$ cat src/rtl/fwd_hazard_ctrl.sv
// fwd_hazard_ctrl -- forwarding and hazard controller for the RV32IM pipeline.
//
// Keeps a small record of the destination registers of the instructions in
// EX, MEM and WB.  The instruction in ID is compared against that record to
// choose the operand A/B sources, and the choice is registered when the
// instruction moves into EX.  The same comparison detects load-use hazards.
// A two-state FSM holds the pipe while a multi-cycle DIV/REM occupies EX.
//
// state    | meaning
// ---------+-------------------------------------------------------------
// RUN      | normal flow; ID advances unless load-use hazard
// DIV_BUSY | DIV/REM occupying EX; front of pipe held, bubbles into MEM
//
// Ports:
//   CLK, RESET                 clock, synchronous active-high reset
//   ID_RS1/RS2, ID_RS*_USED    source registers of the ID instruction
//   ID_RD, ID_REG_WRITE        destination of the ID instruction
//   ID_IS_LOAD, ID_IS_DIV      instruction class of the ID instruction
//   FLUSH                      taken branch/jump in EX, kill ID
//   FWD_SEL_A/B                registered operand mux selects for EX
//                              (00 regfile, 10 EX/MEM, 11 MEM/WB, 01 post-WB)
//   STALL                      hold PC, IF/ID and ID/EX
//   ID_EX_BUBBLE               load invalid into ID/EX this edge
//   EX_MEM_BUBBLE              load invalid into EX/MEM this edge

module fwd_hazard_ctrl #(
    parameter int DIV_CYCLES = 32,
    parameter int CNT_W      = 6
) (
    input  logic       CLK,
    input  logic       RESET,
    input  logic [4:0] ID_RS1,
    input  logic [4:0] ID_RS2,
    input  logic       ID_RS1_USED,
    input  logic       ID_RS2_USED,
    input  logic [4:0] ID_RD,
    input  logic       ID_REG_WRITE,
    input  logic       ID_IS_LOAD,
    input  logic       ID_IS_DIV,
    input  logic       FLUSH,
    output logic [1:0] FWD_SEL_A,
    output logic [1:0] FWD_SEL_B,
    output logic       STALL,
    output logic       ID_EX_BUBBLE,
    output logic       EX_MEM_BUBBLE
);

    typedef enum logic {RUN = 1'b0, DIV_BUSY = 1'b1} state_t;

    typedef struct packed {
        logic       valid;
        logic [4:0] rd;
        logic       reg_write;
        logic       is_load;
    } slot_t;

    localparam logic [1:0] SEL_RF   = 2'b00;
    localparam logic [1:0] SEL_EXM  = 2'b10;
    localparam logic [1:0] SEL_MWB  = 2'b11;
    localparam logic [1:0] SEL_HOLD = 2'b01;

    state_t           state_q, state_d;
    logic [CNT_W-1:0] cnt_q, cnt_d;
    slot_t            exs_q, exs_d;
    slot_t            mems_q, mems_d;
    slot_t            wbs_q, wbs_d;
    logic [1:0]       sel_a_q, sel_a_d;
    logic [1:0]       sel_b_q, sel_b_d;

    logic [1:0] src_a, src_b;
    logic       exs_hit_a, exs_hit_b;
    logic       load_use;

    function automatic logic slot_match(slot_t s, logic [4:0] rs, logic used);
        return s.valid && s.reg_write && (s.rd != 5'd0) && (s.rd == rs) && used;
    endfunction

    function automatic logic [1:0] pick_src(slot_t ex, slot_t mem, slot_t wb,
                                            logic [4:0] rs, logic used);
        if (slot_match(ex, rs, used))       return SEL_EXM;
        else if (slot_match(mem, rs, used)) return SEL_MWB;
        else if (slot_match(wb, rs, used))  return SEL_HOLD;
        else                                return SEL_RF;
    endfunction

    always_comb begin
        src_a     = pick_src(exs_q, mems_q, wbs_q, ID_RS1, ID_RS1_USED);
        src_b     = pick_src(exs_q, mems_q, wbs_q, ID_RS2, ID_RS2_USED);
        exs_hit_a = slot_match(exs_q, ID_RS1, ID_RS1_USED);
        exs_hit_b = slot_match(exs_q, ID_RS2, ID_RS2_USED);
        load_use  = exs_q.is_load && (exs_hit_a || exs_hit_b);
    end

    always_comb begin
        state_d       = state_q;
        cnt_d         = cnt_q;
        exs_d         = exs_q;
        mems_d        = mems_q;
        wbs_d         = wbs_q;
        sel_a_d       = sel_a_q;
        sel_b_d       = sel_b_q;
        STALL         = 1'b0;
        ID_EX_BUBBLE  = 1'b0;
        EX_MEM_BUBBLE = 1'b0;

        case (state_q)
            RUN: begin
                mems_d = exs_q;
                wbs_d  = mems_q;
                // FLUSH kills the ID instruction, so a hazard it would have
                // caused no longer matters.
                if (FLUSH || load_use) begin
                    STALL        = !FLUSH;
                    ID_EX_BUBBLE = 1'b1;
                    exs_d        = '0;
                    sel_a_d      = SEL_RF;
                    sel_b_d      = SEL_RF;
                end else begin
                    exs_d   = '{valid: 1'b1, rd: ID_RD, reg_write: ID_REG_WRITE,
                                is_load: ID_IS_LOAD};
                    sel_a_d = src_a;
                    sel_b_d = src_b;
                    if (ID_IS_DIV && (DIV_CYCLES > 1)) begin
                        state_d = DIV_BUSY;
                        cnt_d   = CNT_W'(DIV_CYCLES - 1);
                    end
                end
            end
            DIV_BUSY: begin
                // DIV stays in EX with its selects; MEM receives bubbles.
                STALL         = 1'b1;
                EX_MEM_BUBBLE = 1'b1;
                mems_d        = '0;
                wbs_d         = mems_q;
                cnt_d         = cnt_q - CNT_W'(1);
                if (cnt_q == CNT_W'(1)) state_d = RUN;
            end
            default: state_d = RUN;
        endcase
    end

    always_ff @(posedge CLK) begin
        if (RESET) begin
            state_q <= RUN;
            cnt_q   <= '0;
            exs_q   <= '0;
            mems_q  <= '0;
            wbs_q   <= '0;
            sel_a_q <= SEL_RF;
            sel_b_q <= SEL_RF;
        end else begin
            state_q <= state_d;
            cnt_q   <= cnt_d;
            exs_q   <= exs_d;
            mems_q  <= mems_d;
            wbs_q   <= wbs_d;
            sel_a_q <= sel_a_d;
            sel_b_q <= sel_b_d;
        end
    end

    assign FWD_SEL_A = sel_a_q;
    assign FWD_SEL_B = sel_b_q;

endmodule

$ cat config.mk
export PLATFORM = sky130hd
export DESIGN_NAME = fwd_hazard_ctrl
export DESIGN_NICKNAME = d
export VERILOG_FILES = /design/src/rtl/fwd_hazard_ctrl.sv
export SDC_FILE = /design/constraint.sdc
export NUM_CORES = 1
export LEC_CHECK = 0
export ABC_AREA = 1
export CAP_MARGIN = 10
export CORE_MARGIN = 4
export CORE_UTILIZATION = 53
export DETAILED_ROUTE_END_ITERATION = 10
export PLACE_DENSITY = 0.77
export SYNTH_ARGS = -nofsm -noshare
export SYNTH_HDL_FRONTEND = slang
export SYNTH_SLANG_ARGS = --single-unit
export TNS_END_PERCENT = 30
$ cat constraint.sdc
create_clock -name CLK -period 1.7 [get_ports CLK]
set_input_delay 0.17 -clock CLK [delete_from_list [all_inputs] [get_ports CLK]]
set_output_delay 0.17 -clock CLK [all_outputs]
set_load 0.02 [all_outputs]
==> impl_metrics.tcl <==
set metrics [dict create \
    outcome "complete, but fails checks" \
    violations "setup timing" \
    synth.avg_cell_area_um2 6.550 \
    rrSetupSlack_ns 0.08 \
    antennaDiodeCount 0 \
    synthArstFlopShare 0 \
    critPathSlowestCell "dfxtp_4" \
    wl_um 4824 \
    layout_setup_ws_ns -0.07166 \
    worstMarginPinSlew_ns 0.2698 \
    overflow 0 \
    period_needed_ns 1.772 \
    syn-num-nets 306 \
    num_rows 21 \
    hold_class "in -> reg" \
    slew_headroom 0.8197 \
    syn_area_mm2 0.001841 \
    finClkSkew_ns 0.01280 \
    drv_cap 0 \
    ys_seq_area_frac 0.3589 \
    slew_viol_final 0 \
    fmax_mhz 564.4 \
    p_clk_frac 0.269 \
    antenna_found_initial 0 \
    grt_pass1_wl_um 8238 \
    yosys_warnings 0 \
    hold_viol 0 \
    viasPerCell 4.985 \
    seqPwrFrac 0.503 \
    layout-drive-gt1-share 0.2422 \
    synthDistinctLibCells 26 \
    power.leakage_uw 0.001195 \
    syn2layout_area_growth_pct 38.07 \
    detail-route-antenna-nets 0 \
    cp_top_family "simple AND/OR/NAND/NOR gates" \
    power_density_mw_per_mm2 649.1 \
    fin_crit_sh 1.042 \
    dr_total_vias 1979 \
    nets 375 \
    fin_hold_ws_ns 0.3992 \
    comb_power_share 0.228 \
    start_util 0.5516 \
    drc 0 \
    critical_path.startpoint "exs_q[6]" \
    io_pins 30 \
    dp_slack_ns -0.5994 \
    startpoint_type "flip-flop" \
    syn_inst 281 \
    cp.required_ns 1.53 \
    arrival_ns 1.60 \
    ys.flop_type "dfxtp_1" \
    endpoint_kind "output port" \
    reg2reg_from "exs_q[6]" \
    clock_latency_ns 0.34 \
    setup_tns_ns -0.1392 \
    cts_hold_buf 0 \
    cp_max_fo 5 \
    hp-start "ID_RD[4]" \
    cts-root-buf "clkbuf_4" \
    die_h_um 66.93 \
    clk_pin_slew_ns 0.10 \
    drt_iter0_markers 93 \
    path_class "reg -> out" \
    sw_frac_of_total 0.3075 \
    die_area_mm2 0.004480 \
    power_switching_uw 507.2 \
    grt_max_degree 17 \
    h-tree-depth 2 \
    globalRouteTotalUtil 0.2416 \
    fp.dieW_um 66.93 \
    synth.most_common_cell "nand2_1" \
    path_cells "inv_2 -> nand2_1 -> nand2_2 -> nand2_2 -> nor2_2 -> nand3_2 -> nand2_2 -> nand2_4 -> nand2_4 -> nand2_4 -> inv_4 -> buf_6" \
    drt-wirelength-per-cell_um 12.15 \
    synth_area_leaders "dfxtp_1 36%, nand2_1 15%, nor2_1 8.0%, inv_1 6.7%, nand4_1 6.1%" \
    hpwl_um 3883 \
    netlist_top_cells_count "74 x nand2_1, 39 x nor2_1, 33 x dfxtp_1, 33 x inv_1, 18 x nand4_1" \
    synth_edf_count 0 \
    gp_congestion 0.8798 \
    synth_top_area_frac 0.3589 \
    yosysTopAreaCell "dfxtp_1" \
    setup_viol 2 \
    synth-seq-cells 33 \
    slowest_delay_ns 0.38 \
    cts_max_path_buffers 2 \
    grt_pass1_vias 1892 \
    dr.pass1.iters 4 \
    rsz0062_at_grt "yes" \
    portBuffers 29 \
    cts_inserted_buffers 5 \
    path_buf_inv 3 \
    peakVddDrop_mv 0.5095 \
    cts_tree "done" \
    cts.sinks 33 \
    internal-power_uw 1142 \
    core_region_area_mm2 0.003337 \
]
cell type report:
type                       count  area [um^2]
sequential                    33        671.9
tap                           46        57.56
inverter                      41        156.4
fill                         282        795.8
timing repair buffer          69        593.1
multi-input combinational    200         1007
clock buffer                   5        37.54
clock inverter                 3        17.52
logic make-up after synthesis:
logic type,share of synthesized area
xor gates and xnor gates,0.02855
buffers and inverters,0.1033
AOI/OAI and AO/OA,0.1027
adders and majority gates,0.01359
and+or+nand+nor,0.3929
DFF,0.3589
per-stage QoR:
| stage | total power, uW | instance area [um^2] | instances | util |
|---|---|---|---|---|
| floorplan | 1036 | 1841 | 281 | - |
| global placement | 1205 | 2422 | 385 | 0.7259 |
| detailed placement | 1211 | 2422 | 385 | 0.7259 |
| CTS | 1643 | 2484 | 393 | 0.7443 |
| global route | 1726 | 2541 | 397 | 0.7615 |
| finish | 1650 | 2541 | 397 | 0.7615 |
state kept, by name, summed over array words and instances (netlist names):
signal / cells
FWD_SEL_A: 2
cnt_q: 6
state_q: 1
exs_q: 8
FWD_SEL_B: 2
mems_q: 7
wbs_q: 7
routing by layer:
metal	global-route usage	share of wire	up-vias
li1	-	-	1038
met1	0.2956	0.44	875
met2	0.4171	0.48	58
met3	0.04553	0.061	8
met4	0.08861	0.018	0
met5	0	0	-
worst paths after layout:
kind / end / depth (start not counted)
setup / recovery: ID_EX_BUBBLE / 12
hold / removal: exs_q[6] / 3
setup reg to reg: FWD_SEL_B[0] / 14
hold reg to reg: wbs_q[1] / 2
layout by cell type (no fill, tap or decap):
cell and instances:
nand3_2 2, nor3_2 1, ha_1 2, clkbuf_4 5, nand2_2 3, xor2_1 1, a31oi_1 1, or2_2 2
buf_6 1, dfxtp_2 3, buf_4 41, nand2_1 72, dfxtp_4 2, xnor2_1 5, clkinv_2 2, nand2_4 4
dfxtp_1 28, o21ai_1 1, a21oi_1 13, nand3b_1 1, dlygate4sd2_1 1, nand3_1 14, nor3_1 3, clkdlybuf4s50_1 24
o21ai_0 10, nor2_1 37, o21ai_2 1, a21oi_2 7, inv_2 7, inv_4 1, inv_1 33, clkinvlp_4 1
nand4_1 18, nor2_2 2, dlymetal6s2s_1 2
worst min-delay path: stages:
cell and delay [ns]:
clkdlybuf4s50_1 0.39, nand4_1 0.08, a21oi_1 0.05
power groups by stage:
stage	clock network, uW	registers, uW	logic, uW
2_1_floorplan	0	843	193
3_5_place_dp	0	848	363
5_1_grt	473	835	419
4_1_cts	448	831	365
6_report	443	830	376
3_3_place_gp	0	847	358
what timing repair did:
item / 4_1_cts / 5_1_grt
pin swaps: 0 / 3
resized for setup: 18 / 10
endpoints found under the hold margin: 0 / 0
setup buffers: 0 / 4
endpoints found under the setup margin: 2 / 3
Power figures use the tool's default switching activity.
